## config.mk

```make
export PLATFORM = sky130hd
export DESIGN_NAME = brg_slave_xcel_gcd_array
export DESIGN_NICKNAME = d
export VERILOG_FILES = /design/src/rtl/brg_slave_xcel_gcd_array.sv
export SDC_FILE = /design/constraint.sdc
export NUM_CORES = 2
export LEC_CHECK = 0
export ABC_AREA = 0
export BUFFER_PORTS_ARGS = -buffer_cell sky130_fd_sc_hd__buf_2
export CAP_MARGIN = 20
export CELL_PAD_IN_SITES_DETAIL_PLACEMENT = 1
export CELL_PAD_IN_SITES_GLOBAL_PLACEMENT = 1
export CORE_ASPECT_RATIO = 1.75
export CORE_UTILIZATION = 46
export DETAILED_ROUTE_END_ITERATION = 6
export PLACE_DENSITY_LB_ADDON = 0.3
export SYNTH_ARGS = -nofsm -noshare
export SYNTH_HDL_FRONTEND = slang
export SYNTH_SLANG_ARGS = --single-unit
```

## constraint.sdc

```tcl
create_clock -name clk_i -period 3.35 [get_ports clk_i]
set_input_delay 1.005 -clock clk_i [delete_from_list [all_inputs] [get_ports clk_i]]
set_output_delay 1.005 -clock clk_i [all_outputs]
set_load 0.01 [all_outputs]
```

## src/rtl/brg_slave_xcel_gcd_array.sv

```systemverilog
// Multi-channel GCD accelerator behind a manycore endpoint slave port.
// Each channel owns OPA/OPB/CTRL/RESULT registers and runs a subtractive GCD engine.
module brg_slave_xcel_gcd_array #(
    parameter int data_width_p    = 32,
    parameter int addr_width_p    = 32,
    parameter int num_chan_p      = 4,
    parameter bit blocking_read_p = 1'b1
) (
    input  logic                      clk_i,
    input  logic                      reset_n_i,
    input  logic                      in_v_i,
    input  logic [addr_width_p-1:0]   in_addr_i,
    input  logic [data_width_p-1:0]   in_data_i,
    input  logic [data_width_p/8-1:0] in_mask_i,
    input  logic                      in_we_i,
    output logic                      in_yumi_o,
    output logic                      returning_v_o,
    output logic [data_width_p-1:0]   returning_data_o,
    output logic [num_chan_p-1:0]     done_o
);

    // state   | meaning
    // IDLE    | waiting for a go on CTRL
    // CALC    | one subtract/swap step per cycle on a/b
    // DONE    | result valid; cleared by an accepted RESULT read
    localparam int chan_idx_w_lp = (num_chan_p > 1) ? $clog2(num_chan_p) : 1;
    localparam int mask_w_lp     = data_width_p / 8;

    typedef enum logic [1:0] {
        ST_IDLE = 2'd0,
        ST_CALC = 2'd1,
        ST_DONE = 2'd2
    } state_e;

    state_e                  state_q  [num_chan_p];
    state_e                  state_d  [num_chan_p];
    logic [data_width_p-1:0] opa_q    [num_chan_p];
    logic [data_width_p-1:0] opa_d    [num_chan_p];
    logic [data_width_p-1:0] opb_q    [num_chan_p];
    logic [data_width_p-1:0] opb_d    [num_chan_p];
    logic [data_width_p-1:0] a_q      [num_chan_p];
    logic [data_width_p-1:0] a_d      [num_chan_p];
    logic [data_width_p-1:0] b_q      [num_chan_p];
    logic [data_width_p-1:0] b_d      [num_chan_p];
    logic [data_width_p-1:0] result_q [num_chan_p];
    logic [data_width_p-1:0] result_d [num_chan_p];

    logic                     ret_v_q, ret_v_d;
    logic [data_width_p-1:0]  ret_data_q, ret_data_d;
    logic [data_width_p-1:0]  rd_data;
    logic [1:0]               reg_sel;
    logic [chan_idx_w_lp-1:0] chan_sel, chan_idx;
    logic                     in_range, sel_calc, stall, yumi;
    logic [num_chan_p-1:0]    sel_oh;

    assign reg_sel  = in_addr_i[1:0];
    assign chan_sel = in_addr_i[2 +: chan_idx_w_lp];
    assign in_range = ({1'b0, chan_sel} < (chan_idx_w_lp+1)'(num_chan_p));
    assign chan_idx = in_range ? chan_sel : '0;
    assign sel_calc = in_range && (state_q[chan_idx] == ST_CALC);
    assign stall    = blocking_read_p && !in_we_i && (reg_sel == 2'd3) && sel_calc;
    // Gating with reset keeps the endpoint from seeing an accept while the array is held.
    assign yumi     = in_v_i && !stall && reset_n_i;

    assign in_yumi_o        = yumi;
    assign returning_v_o    = ret_v_q;
    assign returning_data_o = ret_data_q;

    always_comb begin
        sel_oh = '0;
        if (yumi && in_range) sel_oh[chan_idx] = 1'b1;
    end

    always_comb begin
        rd_data = '0;
        if (in_range) begin
            case (reg_sel)
                2'd0: rd_data = opa_q[chan_idx];
                2'd1: rd_data = opb_q[chan_idx];
                2'd2: begin
                    rd_data[0] = (state_q[chan_idx] == ST_CALC);
                    rd_data[1] = (state_q[chan_idx] == ST_DONE);
                end
                default: rd_data = result_q[chan_idx];
            endcase
        end
    end

    assign ret_v_d    = yumi;
    assign ret_data_d = (yumi && !in_we_i) ? rd_data : '0;

    always_comb begin
        for (int i = 0; i < num_chan_p; i++) begin
            state_d[i]  = state_q[i];
            opa_d[i]    = opa_q[i];
            opb_d[i]    = opb_q[i];
            a_d[i]      = a_q[i];
            b_d[i]      = b_q[i];
            result_d[i] = result_q[i];
            done_o[i]   = (state_q[i] == ST_DONE);
            case (state_q[i])
                ST_IDLE, ST_DONE: begin
                    if (sel_oh[i] && in_we_i) begin
                        for (int k = 0; k < mask_w_lp; k++) begin
                            if (in_mask_i[k] && reg_sel == 2'd0) opa_d[i][8*k +: 8] = in_data_i[8*k +: 8];
                            if (in_mask_i[k] && reg_sel == 2'd1) opb_d[i][8*k +: 8] = in_data_i[8*k +: 8];
                        end
                        if (reg_sel == 2'd2 && in_mask_i[0]) begin
                            a_d[i]     = opa_q[i];
                            b_d[i]     = opb_q[i];
                            state_d[i] = ST_CALC;
                        end
                    end else if (sel_oh[i] && reg_sel == 2'd3 && state_q[i] == ST_DONE) begin
                        state_d[i] = ST_IDLE;
                    end
                end
                ST_CALC: begin
                    if (b_q[i] == '0) begin
                        result_d[i] = a_q[i];
                        state_d[i]  = ST_DONE;
                    end else if (a_q[i] < b_q[i]) begin
                        a_d[i] = b_q[i];
                        b_d[i] = a_q[i];
                    end else begin
                        a_d[i] = a_q[i] - b_q[i];
                    end
                end
                default: state_d[i] = ST_IDLE;
            endcase
        end
    end

    always_ff @(posedge clk_i or negedge reset_n_i) begin
        if (!reset_n_i) begin
            ret_v_q    <= 1'b0;
            ret_data_q <= '0;
            for (int i = 0; i < num_chan_p; i++) begin
                state_q[i]  <= ST_IDLE;
                opa_q[i]    <= '0;
                opb_q[i]    <= '0;
                a_q[i]      <= '0;
                b_q[i]      <= '0;
                result_q[i] <= '0;
            end
        end else begin
            ret_v_q    <= ret_v_d;
            ret_data_q <= ret_data_d;
            for (int i = 0; i < num_chan_p; i++) begin
                state_q[i]  <= state_d[i];
                opa_q[i]    <= opa_d[i];
                opb_q[i]    <= opb_d[i];
                a_q[i]      <= a_d[i];
                b_q[i]      <= b_d[i];
                result_q[i] <= result_d[i];
            end
        end
    end

endmodule

```

# Word level (Yosys, flattened, before mapping)
# Index checks and enable logic that the tools add are counted.
# word_totals
elab_cells	272
out_inout_bits	38
ff_bits	681
inputBits	72
# classes
n_eq_ne	41
mux	75
order_cmp	7
n_reduce_logical	94
n_bitwise	1
add_sub_neg	4
# op_table
operator	count
32-bit 2-to-1 mux	39
32-bit case mux with 2 select lines	8
32-bit binary-select mux with 2-bit select	3
32-bit logical NOT	4
32-bit < comparator	4
32-bit subtractor	4
3-bit AND reduction	36
30-bit case mux with 3 select lines	1
2-bit != test, second input constant	20
2-bit 2-to-1 mux	15
1-bit logical AND	27
3-bit != test, second input constant	8
5-bit AND reduction	4
2-bit case mux with 2 select lines	4
4-bit AND reduction	4
2-bit equality test, second input constant	7
2-bit by 1-bit equality test with 1-bit output, second input constant	6
2-bit logical NOT	5
2-bit AND reduction	4
2-bit nonzero test	4
2-bit OR reduction	4
2-bit case mux with 3 select lines	1
2-bit binary-select mux with 2-bit select	1
4-bit 2-to-1 mux	1
other kinds (7)	8

# Logic depth before layout (Yosys ltp)
# logic_depth
word_depth	15
depth_mapped	15
ltp_nobuf	13

# Worst setup path before layout
# OpenSTA, ideal clock, no wires.
# synth_timing
path_type	reg-to-reg
startpoint	reg a_q[64] (netlist bit)
endpoint	reg a_q[77] (netlist bit)
n_path_buf	2
slack_ps	193
setup_ps	83
arrival_ps	3074
period_less_slack_ps	3157
stages_incl_launch_ff	15
path_cell_list	dfrtp_1 -> inv_1 -> ha_1 -> fa_1 -> nor2b_1 -> o31ai_1 -> a2111o_1 -> o21ai_1 -> a21oi_1 -> o31a_1 -> buf_2 -> clkbuf_1 -> o311ai_0 -> o21ai_0 -> o21ai_0
# synth_via
elab_chain_cells	4
# synth_rtl
item	line	source
from (decl)	41	logic [data_width_p-1:0] a_q [num_chan_p];
from (signal, indexed assignment)	152	a_q[i] <= a_d[i];
32-bit subtractor / 32-bit < comparator (equally long branches)	125, 121	
32-bit 2-to-1 mux (*)	121	end else if (a_q[i] < b_q[i]) begin
32-bit 2-to-1 mux (*)	118	if (b_q[i] == '0) begin
32-bit case mux with 2 select lines (*)	101	case (state_q[i])
# Every way passes the cells marked *; elsewhere a longest branch is shown, timed or not. The select of a mux whose other input is x is not followed.
# A chain may end at the register's enable or synchronous reset.

# Worst setup path in the final report
# layout_timing
startpoint	reg a_q[2] (netlist bit)
endpoint	reg a_q[31] (netlist bit)
# The elaborated chain is that of the path after synthesis.

==> flow_metrics.py <==
metrics = {
    "cts": {
        "cts_buffers": 66,
        "clock_latency_ps": 660,
        "cts_sinks": 681,
        "cts_root_buf": "clkbuf_16",
        "ctsHoldBuffers": 0,
        "htreeDepth": 3,
        "path_clk_slew_ps": 80,
        "ctsLongestPathBuffers": 3,
        "cts_tree": "done",
    },
    "setup_path": {
        "crit_path_start": "a_q[2]$_DFFE_PN0P_",
        "max_stage_delay_ps": 420,
        "path_common_cell": "a31oi_1",
        "cp_num_buf_inv": 1,
        "worstReg2RegStart": "a_q[2]$_DFFE_PN0P_",
        "ff2ff_path_depth": 12,
        "crit_type": "reg -> reg",
        "cp_slowest_cell": "dfrtp_1",
        "path_delay_family": "compound AO/OA/AOI/OAI gates",
        "rrSetupSlack_ps": -40,
        "crit_fanout": 4,
        "cp-start-kind": "flip-flop",
        "crit_path_end": "a_q[31]$_DFFE_PN0P_",
        "cp.depth": 12,
        "r2r_end": "a_q[31]$_DFFE_PN0P_",
        "required_ps": 3890,
        "critPathArrivalTime_ps": 3920,
        "worst_setup_path_end_kind": "flip-flop",
        "path_cells": "ha_1 > o21ai_0 > a31oi_1 > o2111ai_1 > o211ai_1 > a31oi_1 > buf_4 > o31ai_2 > and3_1 > a221oi_1 > xor2_1 > a21oi_1",
    },
    "drt": {
        "firstDrtPassIters": 7,
        "drt-initial-drc-count": 2485,
        "route.detailed.drc": 6,
        "wl_per_cell_microns": 27.4,
        "wl_microns": 142000,
        "vias": 32600,
        "viasPerCell": 6.28,
        "detail-route-antenna-nets": 0,
    },
    "yosys": {
        "synth_warnings": 0,
        "syn_avg_cell_area_sq_um": 10.3,
        "seq_area_frac_synth_pct": 44.3,
        "async_flop_share_pct": 100,
        "synth_seq_cells": 681,
        "netlist_instances": 3752,
        "synth_flop_cell": "dfrtp_1",
        "synth_top_area_share_pct": 44.3,
        "yosysTopAreaCell": "dfrtp_1",
        "syn_area_sq_um": 38500,
        "yosysMostFrequentCell": "dfrtp_1",
        "yosysUniqueCellTypes": 77,
        "synth_edf_count": 0,
        "synth_nets": 3956,
        "synth_area_leaders": "dfrtp_1 44%, mux2_2 11%, mux4_2 5.9%, ha_1 4.2%, nand2_1 3.8%",
        "synth_common_cells": "681 x dfrtp_1, 393 x nand2_1, 384 x mux2_2",
    },
    "global_route": {
        "grt_max_degree": 162,
        "grt_util_met2_pct": 56.3,
        "busiest_layer": "met2",
        "grt_pass1_vias": 34400,
        "antenna_found_initial": 11,
        "use_met1_pct": 39.1,
        "overflow": 0,
        "grt_util_met3_pct": 3.40,
        "grt_pass1_wl_microns": 208000,
        "grt.total_usage_pct": 32.8,
    },
    "sta": {
        "max_freq_ghz": 0.295,
        "worstMarginPinSlew_ps": 986,
        "slew_headroom_pct": 34.3,
        "fin_hold_ws_ps": 510,
        "setup_viol": 4,
        "finClkSkew_ps": 30.8,
        "hold_violations": 0,
        "final.min_clock_period_ps": 3390,
        "rsz0062_at_grt": "yes",
        "final.setup.tns_ps": -74.2,
        "finalCritPeriodShare_pct": 101,
        "setup_slack_ps": -36.1,
        "slew_viol_final": 0,
    },
    "power_and_ir_drop": {
        "power_density_nw_per_um2": 663,
        "total_leakage_power_nw": 21.4,
        "peakVddDrop_v": 0.000352,
    },
    "run": {
        "max_cap_viol_count": 0,
    },
    "die": {
        "core_sq_um": 83000,
        "die_x_microns": 221,
        "die_y_microns": 385,
        "fp.dieArea_sq_um": 84900,
        "start_util_pct": 46.3,
        "num_rows": 140,
        "ios": 110,
    },
    "finish": {
        "layout.nets": 4267,
        "drive_gt1_share_pct": 29.1,
        "finalNonFillerCells": 5188,
        "syn2layout_area_growth_pct": 19.6,
        "fill_cells": 8978,
    },
    "placement": {
        "dp.cells": 5028,
        "dp_hpwl_microns": 102000,
        "io_buffer_count": 81,
        "place.gp.congestion": 0.951,
        "dpl_worst_slack_ps": -460,
    },
    "status": {
        "outcome": "finished with violations",
        "failed_checks": "design-rule violations, negative setup slack",
    },
    "min_path": {
        "hold_class": "in -> async",
    },
}
[cell usage in the layout, fill, tap and decap left out, drive strengths merged, types with 8 or more instances in the layout]
master,n
a211oi,54
a21boi,10
a21o,71
a21oi,215
a221oi,21
a31oi,90
and2,48
and3,30
buf,441
bufinv,10
clkbuf,90
clkinv,13
dfrtp,681
diode,8
ha,128
inv,170
mux2,384
mux2i,73
mux4,100
nand2,393
nand2b,31
nand3,80
nand4,28
nor2,279
nor2b,23
nor3,39
nor4,38
o211ai,27
o21a,18
o21ai,259
o21bai,9
o22ai,43
o31ai,8
or3,11
xnor2,63
xor2,43
[kinds of logic after synthesis]
logic type / synth area share (%)
and+or+nand+nor: 11.9
buffers and inverters: 3.72
DFF: 44.3
adders and majority gates: 4.37
AOI/OAI and AO/OA: 14.3
xor gates and xnor gates: 2.41
muxes: 19.0
[metrics by stage]
stage               util, %  total power, mW  area [sq um]
finish                 55.4             30.5         46000
global route           55.4             31.9         46000
CTS                    54.6             29.4         45300
floorplan                 -             15.9         38500
detailed placement     51.0             20.1         42400
global placement       51.0             19.7         42400
[power by group]
part	total, mW	switching, mW	internal (mW)
Combinational	12.5	6.83	5.70
Sequential	9.61	0.674	8.94
Clock	8.37	3.62	4.75
[worst min path at each step]
stage | start | endpoint | slack (ps)
3_3_place_gp | result_q[18]$_DFFE_PN0P_ | result_q[18]$_DFFE_PN0P_ | 490
4_1_cts | result_q[19]$_DFFE_PN0P_ | result_q[19]$_DFFE_PN0P_ | 530
3_5_place_dp | result_q[19]$_DFFE_PN0P_ | result_q[19]$_DFFE_PN0P_ | 510
2_1_floorplan | b_q[8]$_DFFE_PN0P_ | b_q[8]$_DFFE_PN0P_ | 480
6_report | reset_n_i | opa_q[88]$_DFFE_PN0P_ | 510
5_1_grt | result_q[19]$_DFFE_PN0P_ | result_q[19]$_DFFE_PN0P_ | 530
[routing by layer]
metal  wire (microns)  vias to the layer above
li1                 -                    14200
met1            53800                    16900
met2            72000                     1049
met3             6320                      407
met4             9990                        2
met5               10                        -
[worst register-to-register path, delay by kind of cell (launching register included)]
kind / cells / cell delay [ps]
buf+inv: 1 / 190
fa+ha+maj: 1 / 400
flops: 1 / 420
compound gates: 8 / 1780
xor+xnor: 1 / 190
simple gates: 1 / 300
[state kept, by name (all words and copies together) (netlist names)]
signal	cells
a_q	128
returning_data_o	32
returning_v_o	1
result_q	128
state_q	8
opb_q	128
b_q	128
opa_q	128
[repair_timing]
action,in CTS,in global routing
endpoints found under the setup margin,190,207
pin swaps,20,38
setup buffers,14,10
cloned,4,6
hold endpoints to repair,0,0
resized for setup,93,139
[cell type report]
cell class / count / area, sq um / area share, %
Timing Repair Buffer: 446 / 3840 / 8.35
Antenna cell: 8 / 20.0 / 0.0435
Multi-Input combinational cell: 2706 / 20800 / 45.3
Sequential cell: 681 / 17000 / 37.0
Clock buffer: 85 / 1850 / 4.03
Clock inverter: 35 / 499 / 1.08
Inverter: 162 / 608 / 1.32
Tap cell: 1065 / 1330 / 2.90
(Power assumes the default switching activity.)
